## src/rtl/bit_stuff_gen_if.sv

```systemverilog
// Serial stream and control bundle for bit_stuff_gen: upstream bit stream,
// downstream bit stream and packet-level control/status.
interface bit_stuff_gen_if;
  logic start;
  logic mode;
  logic in_bit;
  logic in_valid;
  logic in_last;
  logic in_ready;
  logic out_bit;
  logic out_valid;
  logic out_last;
  logic out_ready;
  logic done;
  logic stuff_err;
  logic busy;

  modport master (
    output start, mode, in_bit, in_valid, in_last, out_ready,
    input  in_ready, out_bit, out_valid, out_last, done, stuff_err, busy
  );

  modport slave (
    input  start, mode, in_bit, in_valid, in_last, out_ready,
    output in_ready, out_bit, out_valid, out_last, done, stuff_err, busy
  );
endinterface

```

## src/rtl/bit_stuff_gen.sv

```systemverilog
// USB serial bit stuffer (mode 0) / unstuffer (mode 1) with an unprotected
// packet prefix and valid/ready streams on both sides.
module bit_stuff_gen #(
  parameter int RUN_LEN   = 6,
  parameter int SKIP_BITS = 16
) (
  input  logic           clk,
  input  logic           rst_n,
  bit_stuff_gen_if.slave bus
);

  localparam int SP_W   = (SKIP_BITS < 1) ? 1 : $clog2(SKIP_BITS + 1);
  localparam int ONES_W = $clog2(RUN_LEN + 1);
  localparam logic [SP_W-1:0]   SP_MAX    = SP_W'(SKIP_BITS);
  localparam logic [SP_W-1:0]   SP_LAST   = SP_W'((SKIP_BITS > 0) ? (SKIP_BITS - 1) : 0);
  localparam logic [ONES_W-1:0] ONES_LAST = ONES_W'(RUN_LEN - 1);

  typedef enum logic [2:0] {
    ST_IDLE  = 3'd0,
    ST_PASS  = 3'd1,
    ST_RUN   = 3'd2,
    ST_STUFF = 3'd3,
    ST_ERR   = 3'd4
  } state_t;

  state_t              state_r, state_s;
  logic                mode_r, mode_s;
  logic                pend_last_r, pend_last_s;
  logic [SP_W-1:0]     sp_r, sp_s;
  logic [ONES_W-1:0]   ones_r, ones_s;

  logic in_ready_s;
  logic out_bit_s;
  logic out_valid_s;
  logic out_last_s;
  logic done_s;
  logic stuff_err_s;
  logic it_pass_s;

  // Input transfer in the pass-through states, where in_ready follows out_ready.
  assign it_pass_s = bus.in_valid & bus.out_ready;

  // Next-state, counter updates and combinational stream outputs.
  always_comb begin
    state_s     = state_r;
    mode_s      = mode_r;
    pend_last_s = pend_last_r;
    sp_s        = sp_r;
    ones_s      = ones_r;
    in_ready_s  = 1'b0;
    out_bit_s   = 1'b0;
    out_valid_s = 1'b0;
    out_last_s  = 1'b0;
    done_s      = 1'b0;
    stuff_err_s = 1'b0;

    case (state_r)
      ST_IDLE: begin
        if (bus.start) begin
          mode_s      = bus.mode;
          sp_s        = '0;
          ones_s      = '0;
          pend_last_s = 1'b0;
          state_s     = (SKIP_BITS == 0) ? ST_RUN : ST_PASS;
        end else begin
          state_s = ST_IDLE;
        end
      end

      ST_PASS: begin
        out_bit_s   = bus.in_bit;
        out_valid_s = bus.in_valid;
        out_last_s  = bus.in_last;
        in_ready_s  = bus.out_ready;
        if (it_pass_s) begin
          if (sp_r != SP_MAX) begin
            sp_s = sp_r + 1'b1;
          end else begin
            sp_s = sp_r;
          end
          if (bus.in_last) begin
            done_s  = 1'b1;
            state_s = ST_IDLE;
          end else if (sp_r == SP_LAST) begin
            state_s = ST_RUN;
          end else begin
            state_s = ST_PASS;
          end
        end else begin
          state_s = ST_PASS;
        end
      end

      ST_RUN: begin
        out_bit_s   = bus.in_bit;
        out_valid_s = bus.in_valid;
        out_last_s  = bus.in_last;
        in_ready_s  = bus.out_ready;
        if (it_pass_s) begin
          if (bus.in_bit && (ones_r == ONES_LAST)) begin
            // Run complete: the stuff slot follows this bit, even when it is the last one.
            ones_s      = '0;
            pend_last_s = bus.in_last;
            state_s     = ST_STUFF;
          end else begin
            if (bus.in_bit) begin
              ones_s = ones_r + 1'b1;
            end else begin
              ones_s = '0;
            end
            if (bus.in_last) begin
              done_s  = 1'b1;
              state_s = ST_IDLE;
            end else begin
              state_s = ST_RUN;
            end
          end
        end else begin
          state_s = ST_RUN;
        end
      end

      ST_STUFF: begin
        if (!mode_r) begin
          out_bit_s   = 1'b0;
          out_valid_s = 1'b1;
          out_last_s  = pend_last_r;
          if (bus.out_ready) begin
            if (pend_last_r) begin
              done_s  = 1'b1;
              state_s = ST_IDLE;
            end else begin
              state_s = ST_RUN;
            end
          end else begin
            state_s = ST_STUFF;
          end
        end else if (pend_last_r) begin
          // Packet ended on the run itself; no stuff bit will arrive.
          done_s  = 1'b1;
          state_s = ST_IDLE;
        end else begin
          in_ready_s = 1'b1;
          if (bus.in_valid) begin
            if (!bus.in_bit) begin
              state_s = bus.in_last ? ST_IDLE : ST_RUN;
              done_s  = bus.in_last;
            end else begin
              stuff_err_s = 1'b1;
              state_s     = bus.in_last ? ST_IDLE : ST_ERR;
              done_s      = bus.in_last;
            end
          end else begin
            state_s = ST_STUFF;
          end
        end
      end

      ST_ERR: begin
        in_ready_s = 1'b1;
        if (bus.in_valid && bus.in_last) begin
          done_s  = 1'b1;
          state_s = ST_IDLE;
        end else begin
          state_s = ST_ERR;
        end
      end

      default: begin
        state_s = ST_IDLE;
      end
    endcase
  end

  // State and counter registers.
  always_ff @(posedge clk or negedge rst_n) begin
    if (!rst_n) begin
      state_r     <= ST_IDLE;
      mode_r      <= 1'b0;
      pend_last_r <= 1'b0;
      sp_r        <= '0;
      ones_r      <= '0;
    end else begin
      state_r     <= state_s;
      mode_r      <= mode_s;
      pend_last_r <= pend_last_s;
      sp_r        <= sp_s;
      ones_r      <= ones_s;
    end
  end

  assign bus.in_ready  = in_ready_s;
  assign bus.out_bit   = out_bit_s;
  assign bus.out_valid = out_valid_s;
  assign bus.out_last  = out_last_s;
  assign bus.done      = done_s;
  assign bus.stuff_err = stuff_err_s;
  assign bus.busy      = (state_r != ST_IDLE);

endmodule

```

## src/flat_wrapper.sv

```systemverilog
// flat-port wrapper written by rule: the top's interface ports become plain ports
module bit_stuff_gen_flat 
#(
  parameter int RUN_LEN   = 6,
  parameter int SKIP_BITS = 16
)
  (clk, rst_n, bus_start, bus_mode, bus_in_bit, bus_in_valid, bus_in_last, bus_out_ready, bus_in_ready, bus_out_bit, bus_out_valid, bus_out_last, bus_done, bus_stuff_err, bus_busy);
  bit_stuff_gen_if bus_i ();
  input  logic clk;
  input  logic rst_n;
  input wire logic [$bits(bus_i.start)-1:0] bus_start;
  input wire logic [$bits(bus_i.mode)-1:0] bus_mode;
  input wire logic [$bits(bus_i.in_bit)-1:0] bus_in_bit;
  input wire logic [$bits(bus_i.in_valid)-1:0] bus_in_valid;
  input wire logic [$bits(bus_i.in_last)-1:0] bus_in_last;
  input wire logic [$bits(bus_i.out_ready)-1:0] bus_out_ready;
  output wire logic [$bits(bus_i.in_ready)-1:0] bus_in_ready;
  output wire logic [$bits(bus_i.out_bit)-1:0] bus_out_bit;
  output wire logic [$bits(bus_i.out_valid)-1:0] bus_out_valid;
  output wire logic [$bits(bus_i.out_last)-1:0] bus_out_last;
  output wire logic [$bits(bus_i.done)-1:0] bus_done;
  output wire logic [$bits(bus_i.stuff_err)-1:0] bus_stuff_err;
  output wire logic [$bits(bus_i.busy)-1:0] bus_busy;
  assign bus_i.start = bus_start;
  assign bus_i.mode = bus_mode;
  assign bus_i.in_bit = bus_in_bit;
  assign bus_i.in_valid = bus_in_valid;
  assign bus_i.in_last = bus_in_last;
  assign bus_i.out_ready = bus_out_ready;
  assign bus_in_ready = bus_i.in_ready;
  assign bus_out_bit = bus_i.out_bit;
  assign bus_out_valid = bus_i.out_valid;
  assign bus_out_last = bus_i.out_last;
  assign bus_done = bus_i.done;
  assign bus_stuff_err = bus_i.stuff_err;
  assign bus_busy = bus_i.busy;
  bit_stuff_gen #(.RUN_LEN(RUN_LEN), .SKIP_BITS(SKIP_BITS)) u_core (.clk(clk), .rst_n(rst_n), .bus(bus_i));
endmodule
```

## config.mk

```make
export PLATFORM = sky130hd
export DESIGN_NAME = bit_stuff_gen_flat
export DESIGN_NICKNAME = d
export VERILOG_FILES = /design/src/rtl/bit_stuff_gen_if.sv /design/src/rtl/bit_stuff_gen.sv /design/src/flat_wrapper.sv
export SDC_FILE = /design/constraint.sdc
export NUM_CORES = 1
export LEC_CHECK = 0
export ABC_AREA = 1
export BUFFER_PORTS_ARGS = -buffer_cell sky130_fd_sc_hd__clkbuf_2
export CORE_UTILIZATION = 45
export DETAILED_ROUTE_END_ITERATION = 8
export GPL_TIMING_DRIVEN = 0
export PLACE_DENSITY = 0.76
export SLEW_MARGIN = 10
export SYNTH_ARGS = -nofsm -noshare
export SYNTH_HDL_FRONTEND = slang
export SYNTH_SLANG_ARGS = --single-unit
export TNS_END_PERCENT = 20
```

## constraint.sdc

```tcl
create_clock -name clk -period 2.1 [get_ports clk]
set_clock_uncertainty 0.15 [all_clocks]
set_input_delay 0.105 -clock clk [delete_from_list [all_inputs] [get_ports clk]]
set_output_delay 0.105 -clock clk [all_outputs]
set_load 0.1 [all_outputs]
```

# Word level (Yosys, flattened, before mapping)
# Index checks and enable logic that the tools add are counted.
# op_classes
n_addsub	2
eq_ne	12
n_mux	53
bitwise	1
reduce_logical	11
# op_table
cell	n
$mux 3	14
$mux 1	24
$mux 5	3
$pmux 3 s5	1
$pmux 5 s2	1
$mux 2	4
$ne 2x1->1 const B	4
$reduce_and 4->1	2
$eq 3x2->1 const B	2
$eq 3x3->1 const B	2
$pmux 1 s2	3
$pmux 3 s2	1
$add 5x1->5 const B	1
$eq 5x4->1 const B	1
$ne 5x5->1 const B	1
$pmux 1 s4	1
$reduce_bool 2->1	2
$add 3x1->3 const B	1
$eq 3x1->1 const B	1
$logic_not 3->1	1
$pmux 1 s3	1
$reduce_and 3->1	1
$reduce_bool 3->1	1
$logic_and 1x1->1	2
other kinds (4)	4
# totals
ff_bits	13
in_bits	8
elab_cells	84

# Depth between registers and ports, before layout
# logic_depth
word_depth	6
ltp_mapped	8
depth_no_buf	8

# Worst setup path before layout
# OpenSTA, ideal clock, no wires.
# synth_timing
path_kind	flip-flop to output port
startpoint	register u_core.state_r[0]
endpoint	output port bus_out_last
arrival_time_ns	2.284
t_required_ns	1.845
path_slack_ns	-0.439
path_stages_with_launch	6
n_path_buf	0
cell_sequence	dfrtp_1 -> inv_1 -> nand3_2 -> nand2_2 -> inv_2 -> o22ai_1
# synth_via
elab_chain_cells	3
# synth_lines
element	line	text
start, declared	bit_stuff_gen.sv:26	state_t state_r, state_s;
start signal, assigned	bit_stuff_gen.sv:184	state_r <= state_s;
$eq 3x1->1 or $eq 3x2->1 (tied branches)	bit_stuff_gen.sv:57	case (state_r)
$reduce_or 2->1 (no line)	-	
$pmux 1 s2 *	bit_stuff_gen.sv:57	
end, declared	flat_wrapper.sv:20	output wire logic [$bits(bus_i.out_last)-1:0] bus_out_last;
# Mark *: on every way between the ends. The rest lies on a longest branch, timed or not.

# Final worst setup path
# layout_timing
startpoint	register u_core.state_r[2]
endpoint	output port bus_out_valid
# layout_via
elab_chain_cells	3
# layout_lines
element	line	text
$eq 3x1->1 or $eq 3x2->1 (tied branches)	bit_stuff_gen.sv:57	
$reduce_or 2->1 (no line)	-	
$pmux 1 s2 *	bit_stuff_gen.sv:57	
end, declared	flat_wrapper.sv:19	output wire logic [$bits(bus_i.out_valid)-1:0] bus_out_valid;
# Marked as above.

==> impl_metrics.yaml <==
status:
  status: "complete, no violations"
placement:
  post_dp_cell_area_um2: 1110
  place.gp.congestion: 0.904
  dpl.hpwl_um: 1650
  port_buffers: 14
  place_ws_ns: 0.356
  numPlacedInstances: 184
finish:
  drive_gt1_frac: 0.220
  layoutNonFillerInstCount: 191
  area_growth_pct: 17.7
  design.final.nets: 178
  fin_util: 0.580
  fin_area_um2: 1170
  antenna_cells_inserted: 0
global_routing:
  maximum_number_of_pins_on_one_net_before_global_route_repair: 14
  first_pass_grt_wire_length_um: 3900
  grt_remaining_overflow: 0
  grt_usage: 0.206
  first_global_vias: 918
  antenna_violations_before_repair: 0
synth:
  ys_types: 26
  synth_largest_area_cell: "sky130_fd_sc_hd__dfrtp_1"
  synth_area_um2: 996
  ys_top_cells_by_count: "39 x sky130_fd_sc_hd__nand2_1, 21 x sky130_fd_sc_hd__nand3_1, 17 x sky130_fd_sc_hd__nor2_1"
  synth_nets: 156
  synth-async-reset-ratio: 1.00
  netlist_instances: 143
  synth_ff_type: "sky130_fd_sc_hd__dfrtp_1"
  largest_cells_by_area_after_synthesis: "sky130_fd_sc_hd__dfrtp_1 33%, sky130_fd_sc_hd__nand2_1 15%, sky130_fd_sc_hd__nand3_1 11%, sky130_fd_sc_hd__nor2_1 6.4%, sky130_fd_sc_hd__ha_1 6.3%"
  post-synth-top-area-fraction: 0.327
  yosysWarnings: 0
  synth.avg_cell_area_um2: 6.96
  synth_enable_flop_cells: 0
  most_frequently_used_cell_type_in_the_post_synthesis_netlist: "sky130_fd_sc_hd__nand2_1"
  ys_ff_latch: 13
  synth_sequential_area_ratio: 0.327
floorplan:
  effective_utilization_at_floorplan: 0.493
  core_um2: 2020
  die_height_um: 49.0
  top_level_ports: 15
  die-width_um: 49.0
  rows: 16
  fp.dieArea_um2: 2410
route:
  post_drt_via_cell_ratio: 5.08
  wl_per_cell_um: 11.3
  drt.antenna.violating_nets: 0
  drtIter0Drc: 33
  drc_errors: 0
  drt_first_pass_iters: 4
  drt_wl_total_um: 2150
  count_of_vias_placed_by_the_detailed_router: 971
sta:
  finalHoldWorstSlack_ns: 0.0398
  report.final.slew_viol_count: 0
  maxSlewHeadroom: 0.641
  timing.final.crit_period_ns: 1.99
  worst_pin_slew_ns: 0.540
  unrepaired_setup_endpoints_after_global_routing: "no"
  finalSetupViolCount: 0
  fmax_ghz: 0.502
  final.period_utilization: 0.948
  setup_tns_ns: 0
  finalWorstSetupSlack_ns: 0.109
  hold_violations: 0
worst_setup_path:
  crit_path_start_kind: "flop"
  critPathRequiredTime_ns: 1.85
  critical_path.reg2reg.startpoint: "u_core.sp_r[0]"
  critical_path_peak_fanout: 7
  worstSetupPathType: "reg2out"
  timing.critical_path.arrival_ns: 1.74
  r2r_setup_slack_ns: 0.51
  r2r.worst_path.cells: 8
  worst_setup_path_end_kind: "primary output"
  worstReg2RegEnd: "u_core.state_r[0]"
clocking:
  numClockSinks: 13
  path_clk_slew_ns: 0.08
  cts_buffers: 3
  clock_path_buffers: 2
  cts.root.buffer_cell: "sky130_fd_sc_hd__clkbuf_4"
  clk-insertion-delay-late_ns: 0.28
  htreeDepth: 1
  tritoncts: "built"
  post-cts-setup-buffer-count: 0
power_and_ir_drop:
  power_leakage_nw: 0.600
  worst_ir_drop_vdd_v: 0.000729
  fin_total_pwr_mw: 1.17
  power_per_cell_area_nw_per_um2: 995
worst_hold_path:
  worstHoldEndpoint: "u_core.ones_r[2]"
  min-delay-start: "bus_in_bit"
  min-delay-path-class: "in2reg"
  worstHoldPathCells: 5
job:
  cap_viol_max_count: 0
logic make-up (layout without fill, tap and decap cells):
| family | after synthesis | count (layout) | share of synthesized area |
|---|---|---|---|
| AOI/OAI and AO/OA | 10 | 10 | 0.0628 |
| adders and majority gates | 5 | 5 | 0.0628 |
| buffers and inverters | 19 | 40 | 0.0791 |
| DFF | 13 | 13 | 0.327 |
| and+or+nand+nor | 96 | 96 | 0.469 |
sequential cells by signal (all words and copies together) (netlist names):
register	cells
u_core.state_r	3
u_core.sp_r	5
u_core.pend_last_r	1
u_core.mode_r	1
u_core.ones_r	3
how the worst max path moves through the flow:
stage / start / end / slack, ns / depth (start not counted)
after global routing: u_core.state_r[0] / bus_out_valid / 0.001 / 6
after detailed placement: u_core.state_r[2] / bus_done / 0.36 / 6
after CTS: u_core.state_r[2] / bus_done / 0.04 / 6
after floorplan: u_core.state_r[0] / bus_out_bit / -0.23 / 5
after global placement: u_core.state_r[2] / bus_done / 0.37 / 6
final: u_core.state_r[2] / bus_out_valid / 0.11 / 6
area by class of cell:
class	count	area (µm²)
Buffer	1	11.3
Clock buffer	4	26.3
Fill cell	188	850
Inverter	18	67.6
Multi-Input combinational cell	111	598
Sequential cell	13	325
Tap cell	27	33.8
Timing Repair Buffer	17	110
cell usage in the layout, fill, tap and decap left out, types with 4 or more instances in the layout:
cell type | netlist | final
sky130_fd_sc_hd__clkbuf_2 | 0 | 9
sky130_fd_sc_hd__clkbuf_4 | 0 | 7
sky130_fd_sc_hd__dfrtp_1 | 13 | 13
sky130_fd_sc_hd__ha_1 | 5 | 5
sky130_fd_sc_hd__inv_1 | 14 | 14
sky130_fd_sc_hd__inv_2 | 4 | 4
sky130_fd_sc_hd__nand2_1 | 39 | 39
sky130_fd_sc_hd__nand3_1 | 21 | 21
sky130_fd_sc_hd__nor2_1 | 17 | 17
timing repair:
action / in CTS / in global routing
setup endpoints to repair: 0 / 5
hold buffers: 3 / 0
hold endpoints to repair: 15 / 0
resized for setup: 0 / 9
per-layer routing:
metal,track usage,wire [µm]
met1,0.264,1030
met2,0.326,982
met3,0.0717,119
met4,0.0637,20
met5,0,0
worst max-delay path, stage by stage, from the launching register on:
cell and delay [ns]:
sky130_fd_sc_hd__dfrtp_1 0.45, sky130_fd_sc_hd__inv_2 0.14, sky130_fd_sc_hd__nand3_2 0.17, sky130_fd_sc_hd__nand2_2 0.14, sky130_fd_sc_hd__nand2_1 0.06, sky130_fd_sc_hd__nand2_1 0.05, sky130_fd_sc_hd__clkbuf_2 0.45
power breakdown:
| part | switching, mW | internal (mW) | total (mW) |
|---|---|---|---|
| clock network | 0.0827 | 0.0737 | 0.156 |
| logic | 0.486 | 0.162 | 0.648 |
| registers | 0.0649 | 0.297 | 0.362 |
| total | 0.634 | 0.532 | 1.17 |
Power figures use the tool's default switching activity.
